$ cat src/rtl/onehot_pkg.sv
// Shared types and helpers for the one-hot encoder/decoder family.
// Provides default widths, the stage state enum, and the index/validity
// functions used by the combinational encoder core. No ports.
package onehot_pkg;

  // Default widths shared with the binary-to-one-hot decoder.
  localparam int ONEHOT_DEF_IN_W  = 8;
  localparam int ONEHOT_DEF_OUT_W = 3;
  localparam int ONEHOT_DEF_CNT_W = 8;

  // Helper functions work on a fixed maximum width; callers zero-extend.
  localparam int ONEHOT_MAX_W = 64;
  localparam int ONEHOT_IDX_W = 6;

  typedef logic [ONEHOT_MAX_W-1:0] onehot_vec_t;
  typedef logic [ONEHOT_IDX_W-1:0] onehot_idx_t;

  typedef enum logic {
    ST_EMPTY = 1'b0,
    ST_FULL  = 1'b1
  } stage_state_e;

  // Index of the lowest set bit; 0 when no bit is set.
  // Scans from the top down so the last hit (lowest index) wins.
  function automatic onehot_idx_t lowest_set_index(onehot_vec_t v);
    onehot_idx_t idx;
    idx = '0;
    for (int i = ONEHOT_MAX_W - 1; i >= 0; i--) begin
      if (v[i]) idx = onehot_idx_t'(i);
    end
    return idx;
  endfunction

  // True when exactly one bit is set (v nonzero and a power of two).
  function automatic logic is_onehot(onehot_vec_t v);
    return (v != '0) && ((v & (v - onehot_vec_t'(1))) == '0);
  endfunction

endpackage

$ cat src/rtl/onehot_to_bin.sv
// Combinational one-hot to binary core: lowest-set-bit index plus malformed flag.
// Ports: vec_i (IN_WIDTH one-hot), idx_o (OUT_WIDTH index), err_o (not one-hot).
// Purely combinational; zero input gives idx_o=0 with err_o=1.
module onehot_to_bin
  import onehot_pkg::*;
#(
  parameter int IN_WIDTH  = ONEHOT_DEF_IN_W,
  parameter int OUT_WIDTH = ONEHOT_DEF_OUT_W
) (
  input  logic [IN_WIDTH-1:0]  vec_i,
  output logic [OUT_WIDTH-1:0] idx_o,
  output logic                 err_o
);

  if (IN_WIDTH > ONEHOT_MAX_W) begin : g_chk_max
    $error("onehot_to_bin: IN_WIDTH exceeds ONEHOT_MAX_W");
  end

  onehot_vec_t vec_ext;
  onehot_idx_t idx_full;

  always_comb begin
    vec_ext               = '0;
    vec_ext[IN_WIDTH-1:0] = vec_i;
  end

  // The index is bounded by the highest input bit, so it never exceeds
  // IN_WIDTH-1 even when IN_WIDTH is not a power of two.
  assign idx_full = lowest_set_index(vec_ext);
  assign idx_o    = OUT_WIDTH'(idx_full);
  assign err_o    = !is_onehot(vec_ext);

endmodule

$ cat src/rtl/onehot_encoder_stage.sv
// Registered one-hot to binary encoder stage with malformed-code counter.
// Ports: in_valid/in_ready/in accept side, out_valid/out_ready/out/out_err
// result side, clr_err/err_count error statistics. Latency 1 cycle, full rate.
module onehot_encoder_stage
  import onehot_pkg::*;
#(
  parameter int IN_WIDTH      = ONEHOT_DEF_IN_W,
  parameter int OUT_WIDTH     = ONEHOT_DEF_OUT_W,
  parameter int ERR_CNT_WIDTH = ONEHOT_DEF_CNT_W
) (
  input  logic                     clk,
  input  logic                     rst_n,
  input  logic                     in_valid,
  output logic                     in_ready,
  input  logic [IN_WIDTH-1:0]      in,
  output logic                     out_valid,
  input  logic                     out_ready,
  output logic [OUT_WIDTH-1:0]     out,
  output logic                     out_err,
  input  logic                     clr_err,
  output logic [ERR_CNT_WIDTH-1:0] err_count
);

  if (IN_WIDTH < 2) begin : g_chk_in
    $error("onehot_encoder_stage: IN_WIDTH must be >= 2");
  end
  if (OUT_WIDTH < $clog2(IN_WIDTH)) begin : g_chk_out
    $error("onehot_encoder_stage: OUT_WIDTH too small for IN_WIDTH");
  end
  if (ERR_CNT_WIDTH < 1) begin : g_chk_cnt
    $error("onehot_encoder_stage: ERR_CNT_WIDTH must be >= 1");
  end

  logic [OUT_WIDTH-1:0]     enc_idx;
  logic                     enc_err;
  logic                     accept;
  stage_state_e             state_q;
  logic [OUT_WIDTH-1:0]     out_q;
  logic                     err_q;
  logic [ERR_CNT_WIDTH-1:0] cnt_q;
  logic [ERR_CNT_WIDTH-1:0] cnt_d;
  logic [ERR_CNT_WIDTH-1:0] cnt_base;

  onehot_to_bin #(
    .IN_WIDTH  (IN_WIDTH),
    .OUT_WIDTH (OUT_WIDTH)
  ) u_core (
    .vec_i (in),
    .idx_o (enc_idx),
    .err_o (enc_err)
  );

  // A held result frees the slot in the same cycle it is taken downstream.
  assign in_ready = (state_q == ST_EMPTY) || out_ready;
  assign accept   = in_valid && in_ready;

  always_ff @(posedge clk or negedge rst_n) begin
    if (!rst_n) begin
      state_q <= ST_EMPTY;
      out_q   <= '0;
      err_q   <= 1'b0;
    end else begin
      case (state_q)
        ST_EMPTY: begin
          if (accept) begin
            state_q <= ST_FULL;
            out_q   <= enc_idx;
            err_q   <= enc_err;
          end
        end
        ST_FULL: begin
          if (accept) begin
            out_q <= enc_idx;
            err_q <= enc_err;
          end else if (out_ready) begin
            state_q <= ST_EMPTY;
          end
        end
        default: state_q <= ST_EMPTY;
      endcase
    end
  end

  // Clear is applied before counting, so a clear coinciding with an
  // accepted error leaves the count at 1.
  always_comb begin
    cnt_base = clr_err ? '0 : cnt_q;
    cnt_d    = cnt_base;
    if (accept && enc_err && (cnt_base != '1)) begin
      cnt_d = cnt_base + ERR_CNT_WIDTH'(1);
    end
  end

  always_ff @(posedge clk or negedge rst_n) begin
    if (!rst_n) begin
      cnt_q <= '0;
    end else begin
      cnt_q <= cnt_d;
    end
  end

  assign out_valid = (state_q == ST_FULL);
  assign out       = out_q;
  assign out_err   = err_q;
  assign err_count = cnt_q;

endmodule

$ cat config.mk
export PLATFORM = sky130hd
export DESIGN_NAME = onehot_encoder_stage
export DESIGN_NICKNAME = d
export VERILOG_FILES = /design/src/rtl/onehot_pkg.sv /design/src/rtl/onehot_to_bin.sv /design/src/rtl/onehot_encoder_stage.sv
export SDC_FILE = /design/constraint.sdc
export NUM_CORES = 1
export LEC_CHECK = 0
export BUFFER_PORTS_ARGS = -buffer_cell sky130_fd_sc_hd__buf_4
export CORE_UTILIZATION = 52
export CTS_CLUSTER_DIAMETER = 40
export DETAILED_ROUTE_END_ITERATION = 16
export GPL_TIMING_DRIVEN = 0
export PLACE_DENSITY_LB_ADDON = 0.15
export REMOVE_ABC_BUFFERS = 1
export SYNTH_ARGS = -nofsm -noshare
export SYNTH_HDL_FRONTEND = slang
export SYNTH_SLANG_ARGS = --single-unit
$ cat constraint.sdc
create_clock -name clk -period 3.4 [get_ports clk]
set_input_delay 0.34 -clock clk [delete_from_list [all_inputs] [get_ports clk]]
set_output_delay 0.34 -clock clk [all_outputs]
set_load 0.03 [all_outputs]
Word level (Yosys, flattened, before mapping)
Cells that the tools add are included.
{"block": "totals", "reg_bits": 13, "in_bits": 13, "out_inout_bits": 14, "word_cells": 33}
{"block": "classes", "n_addsub": 2, "n_eq_ne": 1, "muxes": 16, "bitwise_logic": 2, "n_reduce_logical": 8}
{"cell": "8-bit by 64-bit bitwise AND with 64-bit output", "n": 1}
{"cell": "64-bit zero test", "n": 1}
{"cell": "64-bit nonzero test", "n": 1}
{"cell": "3-bit two-way mux", "n": 9}
{"cell": "8-bit two-way mux", "n": 2}
{"cell": "8-bit by 1-bit subtractor with 9-bit output, second input constant", "n": 1}
{"cell": "8-bit by 1-bit adder with 8-bit output, second input constant", "n": 1}
{"cell": "8-bit != test, second input constant", "n": 1}
{"cell": "1-bit logical AND", "n": 4}
{"cell": "1-bit two-way mux", "n": 4}
{"cell": "1-bit one-hot mux with 2 select lines", "n": 1}
{"cell": "1-bit zero test", "n": 1}
{"cell": "1-bit logical OR", "n": 1}
{"cell": "1-bit inverter", "n": 1}

Depth between registers and ports, before layout
Gate-level depths: netlist of the first run.
{"block": "logic_depth", "depth_word": 9, "depth_mapped": 8, "mapped_depth_nobuf": 7}

Cells and area by module
Synthesis of the first run repeated with hierarchy kept, for this count alone.
{"block": "unflattened", "hier_cells": 80, "area_unflattened_um2": 835.8}
{"module": "onehot_encoder_stage", "n_inst": 1, "cells_each": 55, "area_per_inst_um2": 666.9, "seq_area_each_um2": 325.3}
{"module": "onehot_to_bin", "n_inst": 1, "cells_each": 25, "area_per_inst_um2": 168.9, "seq_area_each_um2": 0.0}

Worst setup path after synthesis of the first run
OpenSTA, ideal clock, no wires.
{"block": "synth_timing", "path_kind": "register -> register", "from": "reg state_q, in the netlist out_valid", "to": "reg cnt_q[6], in the netlist err_count[6]", "arrival_ns": 1.842, "required_ns": 3.272, "path_slack_ns": 1.431, "path_stages_with_launch": 6, "path_cell_list": "dfrtp_1 -> nand2b_1 -> nand2_1 -> nand3b_4 -> nor4_2 -> mux2_1"}
{"block": "synth_via", "elab_chain_len": 6}
{"item": "start, declared", "line_no": "onehot_encoder_stage.sv:37", "rtl": "stage_state_e state_q;"}
{"item": "start signal, assigned", "line_no": "onehot_encoder_stage.sv:59", "rtl": "state_q <= ST_EMPTY;"}
{"item": "start signal, assigned", "line_no": "onehot_encoder_stage.sv:66", "rtl": "state_q <= ST_FULL;"}
{"item": "start signal, assigned", "line_no": "onehot_encoder_stage.sv:76", "rtl": "state_q <= ST_EMPTY;"}
{"item": "1-bit inverter"}
{"item": "1-bit logical OR", "line_no": "onehot_encoder_stage.sv:54", "rtl": "assign in_ready = (state_q == ST_EMPTY) || out_ready;"}
{"item": "via in_ready", "line_no": "onehot_encoder_stage.sv:14", "rtl": "output logic in_ready,"}
{"item": "1-bit logical AND", "line_no": "onehot_encoder_stage.sv:55", "rtl": "assign accept = in_valid && in_ready;"}
{"item": "1-bit logical AND (2 in a row)", "line_no": "onehot_encoder_stage.sv:89", "rtl": "if (accept && enc_err && (cnt_base != '1)) begin"}
{"item": "8-bit two-way mux", "line_no": "onehot_encoder_stage.sv:89"}
{"item": "via cnt_d[6]", "line_no": "onehot_encoder_stage.sv:41", "rtl": "logic [ERR_CNT_WIDTH-1:0] cnt_d;"}
{"item": "end signal, assigned", "line_no": "onehot_encoder_stage.sv:98", "rtl": "cnt_q <= cnt_d;"}
{"item": "end, declared", "line_no": "onehot_encoder_stage.sv:40", "rtl": "logic [ERR_CNT_WIDTH-1:0] cnt_q;"}
The timed path passes the listed nets, and every way through them passes these cells.
A chain may end at the register's enable or synchronous reset.

Worst setup path after layout of the first run
{"block": "layout_timing", "from": "reg cnt_q[1], in the netlist err_count[1]", "to": "reg cnt_q[6], in the netlist err_count[6]"}
{"block": "layout_via", "elab_chain_len": 4, "word_cells_on_any_way": 5, "cone_classes": "add/sub: 1; eq/ne: 1; mux: 2; reduce/logical: 1"}
{"item": "8-bit two-way mux *", "line_no": "onehot_encoder_stage.sv:87", "rtl": "cnt_base = clr_err ? '0 : cnt_q;"}
{"item": "branches (longest 2 deep; another with 8-bit by 1-bit adder with 8-bit output)"}
{"item": "8-bit two-way mux *", "line_no": "onehot_encoder_stage.sv:89"}
{"item": "via cnt_d[6]", "line_no": "onehot_encoder_stage.sv:41"}
Mark *: on every way through the listed nets, which the timed path passes.

==> metrics.txt, run 1 <==
run status complete, no violations; H-tree depth 1; clk buf depth 2; final instance area approximately 1100 sq um; hold depth 2; drt pass-1 iters 4; clk_lat worst skew slightly below 0.3 ns; worst flop-to-flop path startpoint err_count[1]; crit path launch type flip-flop; Core Rows 14; vias per cell 5.61; Seq cells post-synth 13; # clock sinks 13; Worst-path clk slew 0.09 ns; Hold Fails Final Rpt 0; ant diodes 0; Mapped Area 831 sq um; via count 724; Worst R2R End err_count[6]; Hold Path Origin in_valid; Hold Path Class in -> reg; Yosys cell types 33; Slew HR approximately four fifths; fin crit period about 1.9 ns; Critical Path AT 2.10 ns; post-CTS sizing 0; core footprint 1510 sq um; max incr delay on CP 0.39 ns; share of cells above drive strength 1 34.5%; DP Area 1040 sq um; Die Ht 42.0 microns; drt initial violations 14; max-slew violations 0; vias in the first global route 664; number of cells on the critical path 7; Max Freq 518 MHz; Critical-path top delay cell dfrtp_1; Final HPWL DP 1.34 mm; initial core utilization 55.1%; CP max FO 7; Worst-Margin Slew 0.318 ns; CTS tree yes; YS warnings 0; Power Dens Cells about 340 nW/um^2; Syn Inst Count 83; post-synthesis sequential area ratio 39.2%; Worst Skew 0.00678 ns; Post-CTS Hold Buffers 1; Crit path max-delay family simple AND/OR/NAND/NOR gates; R2R Setup Slk 1.47 ns; CP Cell Sequence nor2b_1 -> ha_1 -> and3_1 -> nand4_1 -> nand3b_4 -> nor4_2 -> mux2_1; Setup TNS 0 ns; Final #Nets ~130; EDFF count, synth 0; Syn Area/Cell 10.0 sq um; WL per Instance 13.6 microns; clock root buffer master clkbuf_4; WHS Endpoint out_valid; RSZ-0062 raised after global routing no; Routed Wire Length roughly 1.8 mm; first-pass GRT wire length approximately 2.9 mm; CP endpoint kind flip-flop; Max Cap Violations 0; Post-DRT Antenna Nets 0; Critical Path RT between 3 and 4 ns; Post-CTS Setup Bufs 0; Final Wtd Congestion roughly 0.74; Area growth syn-to-layout 29.7%; initial antenna violation count 0; IO Count 27; die area 1760 sq um; R2R cell count 7; PortBufs 26; Bufs and invs on worst path 0; Post-synth top flop dfrtp_1; GR Overflow Total 0; period utilization 56.8%; Finish-stage setup viols 0; GRT Util Overall 21.8%; Leak 0.497 nW; largest net degree at the start of global routing 14; die width around 42 microns; VDD IR max 0.000271 V; crit path kind reg -> reg; CTS buffer count 3; DRC 0; fraction of registers with async set/reset 100%
## flip-flops by register name, indices dropped and copies added, names as in the netlist
name,cells
err_count,8
out,3
out_err,1
out_valid,1
## worst reg2reg max path, stage by stage (launching register included)
cell and delay, ns:
dfrtp_1 0.39, nor2b_1 0.15, ha_1 0.21, and3_1 0.16, nand4_1 0.14, nand3b_4 0.14
nor4_2 0.27, mux2_1 0.35
## per-layer routing
metal / vias to the layer above / track usage, % / part of all wire, %
li1: 361 / - / -
met2: 30 / 35.6 / 49
met3: 7 / 3.02 / 5.8
met1: 326 / 27.2 / 42
met4: 0 / 12.9 / 2.7
met5: - / 0 / 0
## logic make-up (layout without fill, tap and decap cells)
group / after synthesis / in the layout / synth area share, %
xor gates and xnor gates: 6 / 6 / 6.33
adders and majority gates: 1 / 1 / 1.51
DFF: 13 / 13 / 39.2
muxes: 3 / 3 / 4.97
and+or+nand+nor: 41 / 41 / 32.5
buffers and inverters: 3 / 33 / 1.51
AOI/OAI and AO/OA: 16 / 16 / 14.0
## synthesized netlist by cell type (2+ instances only)
| cell type | instances | area, sq um |
|---|---|---|
| dfrtp_1 | 13 | 325 |
| nor3_1 | 6 | 30.0 |
| nand2_1 | 5 | 18.8 |
| nand2b_1 | 5 | 31.3 |
| nor2b_1 | 5 | 31.3 |
| a21oi_1 | 4 | 20.0 |
| nand3_1 | 4 | 20.0 |
| nor2_1 | 3 | 11.3 |
| o21ai_0 | 3 | 15.0 |
| xnor2_1 | 3 | 26.3 |
| xor2_1 | 3 | 26.3 |
| a211oi_1 | 2 | 15.0 |
| and3_1 | 2 | 12.5 |
| inv_1 | 2 | 7.51 |
| mux2_4 | 2 | 30.0 |
| nand4_1 | 2 | 12.5 |
| nor3b_1 | 2 | 15.0 |
| o41ai_1 | 2 | 17.5 |
## worst max path at each step
| stage | from | endpoint |
|---|---|---|
| floorplan | out_valid | err_count[6] |
| global placement | clr_err | err_count[6] |
| detailed placement | clr_err | err_count[6] |
| CTS | err_count[1] | err_count[6] |
| global route | err_count[0] | err_count[6] |
| finish | err_count[1] | err_count[6] |
## per-stage QoR
stage / setup slack (ns) / hold WS (ns) / instances / util, % / total power, mW
floorplan: 1.43 / 0.0444 / 82 / - / 0.222
global placement: 1.47 / 0.193 / 124 / 69.1 / 0.264
detailed placement: 1.44 / 0.196 / 124 / 69.1 / 0.266
CTS: 1.46 / 0.254 / 129 / 71.5 / 0.369
global route: 1.38 / 0.259 / 129 / 71.5 / 0.379
finish: 1.47 / 0.251 / 129 / 71.5 / 0.366
## placed cells by master (no fill, tap or decap), types with 2 or more instances in the layout
master    count
nand4_1       2
nand2_1       5
buf_4        26
clkbuf_4      3
nor3_1        6
mux2_4        2
nor2b_1       5
nand3_1       4
and3_1        2
xnor2_1       3
a21oi_1       4
o21ai_0       3
o41ai_1       2
nand2b_1      5
xor2_1        3
a211oi_1      2
dfrtp_1      13
nor3b_1       2
inv_1         2
nor2_1        3
## final cells by class
cell class,instances,area [sq um]
inverter,2,7.51
tap,16,20.0
timing repair buffer,27,205
fill,131,429
multi-input combinational,67,493
sequential,13,325
clock buffer,4,26.3
## where the power goes
part / total (mW) / internal (mW) / switching [mW]
clock network: 0.103 / 0.0457 / 0.0570
logic: 0.0943 / 0.0390 / 0.0553
registers: 0.169 / 0.164 / 0.00502
Power figures use the tool's default switching activity.
==> inputs of run 2 (changes only) <==
--- a/config.mk
+++ b/config.mk
@@ -6,7 +6,7 @@
 export NUM_CORES = 1
 export LEC_CHECK = 0
 export BUFFER_PORTS_ARGS = -buffer_cell sky130_fd_sc_hd__buf_4
-export CORE_UTILIZATION = 52
+export CORE_UTILIZATION = 49
 export CTS_CLUSTER_DIAMETER = 40
 export DETAILED_ROUTE_END_ITERATION = 16
 export GPL_TIMING_DRIVEN = 0
==> constraint.sdc (replaced) <==
create_clock -name clk -period 1.9 [get_ports clk]
set_input_delay 0.19 -clock clk [delete_from_list [all_inputs] [get_ports clk]]
set_output_delay 0.19 -clock clk [all_outputs]
set_load 0.03 [all_outputs]
==> metrics.txt, run 2 (synthesized netlist as in run 1, its figures left out) <==
run status complete, no violations; VDD IR max 0.000532 V; period utilization 96.9%; CP max FO 4; area occupied by multi-input gates roughly 530 sq um; drt pass-1 iters 4; drt initial violations 10; sw frac a little under a third; fin crit period 1.84 ns; Area growth syn-to-layout 39.6%; crit path launch type flip-flop; hold slack 0.111 ns; R2R cell count 8; WHS Endpoint out_valid; IO Count 27; Hold Fails Final Rpt 0; GRT Util Overall a little over a fifth; Largest register FFs 8; Final Wtd Congestion 0.711; R2R Setup Slk 0.06 ns; die area about 1900 sq um; Post-DRT Antenna Nets 0; share of cells above drive strength 1 41.0%; Final HPWL DP between 1 and 1.5 mm; Critical Path RT 2.07 ns; commonest non-fill, non-tap cell in the layout buf_4; Max Cap Violations 0; Worst-path clk slew roughly 0.080 ns; vias in the first global route 665; Slew HR between 70% and 80%; CTS tree yes; hold depth 2; Final Non-Filler Cells ~130; Routed Wire Length 1.82 mm; largest net degree at the start of global routing 14; final instance area 1160 sq um; via count 734; Power Dens Cells roughly 580 nW/um^2; Comb pwr share about 28%; Clock power frac 26.6%; CTS buffer count 3; Hold Path Class in -> reg; CP endpoint kind flip-flop; vias per cell between 5 and 6; RSZ-0062 raised after global routing no; Int Power ~0.46 mW; GR Overflow Total 0; WL per Instance 13.7 microns; Leak 0.523 nW; Worst R2R End err_count[1]; core footprint ~1500 sq um; Worst Skew 0.00268 ns; initial core utilization a little over half; most frequent cells in the layout buf_4, dfrtp_1, nor3_1, nand2_1, nand2b_1; DP Area 1040 sq um; ant diodes 0; Worst-Margin Slew 0.310 ns; crit path kind reg -> reg; PortBufs 26; fillcell total 115; clk buf depth 2; Critical Path AT 2.01 ns; DRC 0; H-tree depth 1; # clock sinks 13; net load switching power 0.210 mW; initial antenna violation count 0; max-slew violations 0; Setup TNS 0 ns; Final #Nets 132; sequential cell area 325 sq um; clk_lat worst skew 0.28 ns; die width 43.2 microns; Finish-stage setup viols 0; first-pass GRT wire length 3.02 mm; Die Ht 43.2 microns; worst flop-to-flop path startpoint err_count[0]; Core Rows 14; placed cell count 124; clock root buffer master clkbuf_4; sequential cell fraction of total power 45.2%; Hold Path Origin in_valid; Max Freq 543 MHz
## run 2: cell types whose count changed in the layout (fill, tap and decap cells not counted), sizes merged
cell | before | now
buf | 26 | 30
## run 2: power groups by stage
stage	logic, mW	clock network [mW]	registers [mW]
2_1_floorplan	0.0565	0	0.341
3_3_place_gp	0.164	0	0.307
3_5_place_dp	0.168	0	0.308
4_1_cts	0.181	0.179	0.302
5_1_grt	0.204	0.195	0.304
6_report	0.190	0.178	0.303
## run 2: timing repair
item,in CTS,in global routing
pin swaps,3,4
hold endpoints to repair,13,0
setup endpoints to repair,1,2
hold buffers,1,0
buffers inserted,2,2
gates resized for setup,1,9
## run 2: how the worst max path moves through the flow
stage | depth (start not counted) | slack [ns] | from | end
floorplan | 5 | -0.07 | out_valid | err_count[6]
global placement | 7 | 0.02 | err_count[1] | err_count[6]
detailed placement | 7 | 0.01 | err_count[1] | err_count[6]
CTS | 7 | 0.001 | err_count[0] | err_count[6]
global route | 7 | 0.002 | err_count[0] | err_count[6]
finish | 8 | 0.06 | err_count[0] | err_count[1]
## run 2: cell type report
cell class,instances,area share [%]
Multi-Input combinational cell,67,46.0
Sequential cell,13,28.0
Timing Repair Buffer,31,21.4
Clock buffer,4,2.27
Tap cell,16,1.73
Inverter,2,0.647
## run 2: metal layers
metal / part of all wire, % / global-route usage (%)
met5: 0 / 0
met4: 0.60 / 5.45
met3: 3.8 / 5.11
met2: 49 / 34.6
met1: 47 / 29.3
## run 2: metrics by stage
stage | power [mW] | util [%] | worst slack (ns)
2_1_floorplan | 0.398 | - | -0.0694
3_3_place_gp | 0.472 | 67.5 | 0.0193
3_5_place_dp | 0.475 | 67.5 | 0.0142
4_1_cts | 0.661 | 71.8 | 0.00146
5_1_grt | 0.703 | 75.2 | 0.00162
6_report | 0.670 | 75.2 | 0.0594
## run 2: critical path: stages (launching register included)
cell	delay [ns]
dfrtp_1	0.39
nor2b_4	0.14
ha_2	0.19
and3_4	0.17
nand4_1	0.13
nand3b_4	0.14
buf_12	0.16
nor2_4	0.12
mux2_4	0.30
==> inputs of run 3 (changes only) <==
--- a/config.mk
+++ b/config.mk
@@ -5,7 +5,7 @@
 export SDC_FILE = /design/constraint.sdc
 export NUM_CORES = 1
 export LEC_CHECK = 0
-export BUFFER_PORTS_ARGS = -buffer_cell sky130_fd_sc_hd__buf_4
+export BUFFER_PORTS_ARGS = -buffer_cell sky130_fd_sc_hd__buf_2
 export CORE_UTILIZATION = 49
 export CTS_CLUSTER_DIAMETER = 40
 export DETAILED_ROUTE_END_ITERATION = 16
==> metrics.txt, run 3 (synthesized netlist as in run 1, its figures left out) <==
run status complete, no violations; sequential cell area 325 sq um; drt pass-1 iters 4; # clock sinks 13; M1 WL 775 microns; Slew HR 77.3%; Max Cap Violations 0; CP Cell Sequence nor2b_1 -> ha_1 -> and3_1 -> nand4_1 -> nand3b_4 -> nor4_4 -> mux2_4; Worst-Margin Slew 0.340 ns; die area approximately 1900 sq um; max incr delay on CP 0.39 ns; Critical-path top delay cell dfrtp_1; max-slew violations 0; Area growth syn-to-layout 26.4%; vias per cell about 5.6; Core Rows 14; Critical Path RT 2.06 ns; hold slack 0.148 ns; Critical Path AT 1.98 ns; crit path launch type flip-flop; first-pass GRT wire length slightly below 3 mm; Placement Setup Slack 0.0118 ns; ant diodes 0; Die Ht 43.2 microns; clk_lat worst skew about 0.28 ns; initial antenna violation count 0; CTS buffer count 3; clock root buffer master clkbuf_4; GR Overflow Total 0; fillcell total 128; final instance area 1050 sq um; share of cells above drive strength 1 between 30% and 40%; commonest non-fill, non-tap cell in the layout buf_2; Worst Skew 0.0111 ns; hold depth 2; Routed met3 length 91 microns; vias in the first global route 660; area occupied by multi-input gates 522 sq um; RSZ-0062 raised after global routing yes; die width 43.2 microns; Finish-stage setup viols 0; initial core utilization 53.9%; GRT Util Overall between 20% and 30%; DP Area 976 sq um; IO Count 27; Final HPWL DP 1.29 mm; VDD IR max 0.000638 V; most frequent cells in the layout buf_2, dfrtp_1, nor3_1; worst flop-to-flop path startpoint err_count[1]; Final Non-Filler Cells 130; Largest register FFs 8; R2R cell count 7; via count 730; Hold Path Origin in_valid; critical path launch point err_count[1]; CP max FO 6; Hold Path Class in -> reg; final worst slack 0.0775 ns; Final Wtd Congestion 0.697; Setup TNS 0 ns; Final #Nets between 100 and 150; Power Dens Cells 597 nW/um^2; CTS tree yes; WL per Instance 13.0 microns; Max Freq 549 MHz; PortBufs 26; Worst-path clk slew 0.09 ns; DRC 0; drt initial violations 16; clk buf depth 2; H-tree depth 1; crit path kind reg -> reg; DR top layer met4; Routed Wire Length 1.69 mm; Post-DRT Antenna Nets 0; CP endpoint kind flip-flop; placed cell count 124; fin crit period 1.82 ns; Leak 0.491 nW; largest net degree at the start of global routing 14; Hold Fails Final Rpt 0; core footprint 1540 sq um; Met2 Wirelength 812 microns; period utilization between 90% and 100%
==> run 3: routing by layer <==
| layer | vias to the layer above | GRT usage, % |
|---|---|---|
| li1 | 367 | - |
| met1 | 342 | 26.7 |
| met2 | 19 | 35.8 |
| met3 | 2 | 6.38 |
| met4 | 0 | 3.64 |
| met5 | - | 0 |
==> run 3: worst paths after layout <==
| path | end | slack [ns] |
|---|---|---|
| worst min-delay path | out_valid | 0.15 |
| min in group asynchronous | err_count[3] | 0.31 |
| worst max-delay path | err_count[6] | 0.08 |
| max in group asynchronous | out_err | 1.35 |
| worst min register to register | out[1] | 0.48 |
| worst max register to register | err_count[6] | 0.08 |
==> run 3: cell type report <==
cell class / instances / area share, %
tap: 16 / 1.91
sequential: 13 / 31.0
multi-input combinational: 67 / 49.7
timing repair buffer: 28 / 14.1
clock inverter: 1 / 0.477
inverter: 2 / 0.715
clock buffer: 3 / 2.15
==> run 3: metrics by stage <==
step                      total power [mW]  util (%)
after floorplan                      0.398         -
after global placement               0.453      63.3
after detailed placement             0.458      63.3
after CTS                            0.632      67.0
after global routing                 0.662      68.1
final                                0.626      68.1
==> run 3: critical path, delay by kind of cell, from the launching register on <==
family / cells / cell delay, ns
mux: 1 / 0.32
simple gates: 5 / 0.78
fa+ha+maj: 1 / 0.22
flops: 1 / 0.39
==> run 3: timing repair <==
action | CTS | global route
setup buffers | 1 | 0
endpoints found under the setup margin | 1 | 4
pin swaps | 1 | 3
endpoints found under the hold margin | 13 | 0
resized for setup | 2 | 3
hold buffers | 1 | 0
==> run 3: power by group <==
group	total, mW	switching (mW)	internal (mW)	leakage [nW]
logic	0.156	0.102	0.0541	0.303
clock network	0.169	0.0911	0.0780	0.0177
registers	0.301	0.00806	0.293	0.171
total	0.626	0.201	0.425	0.491
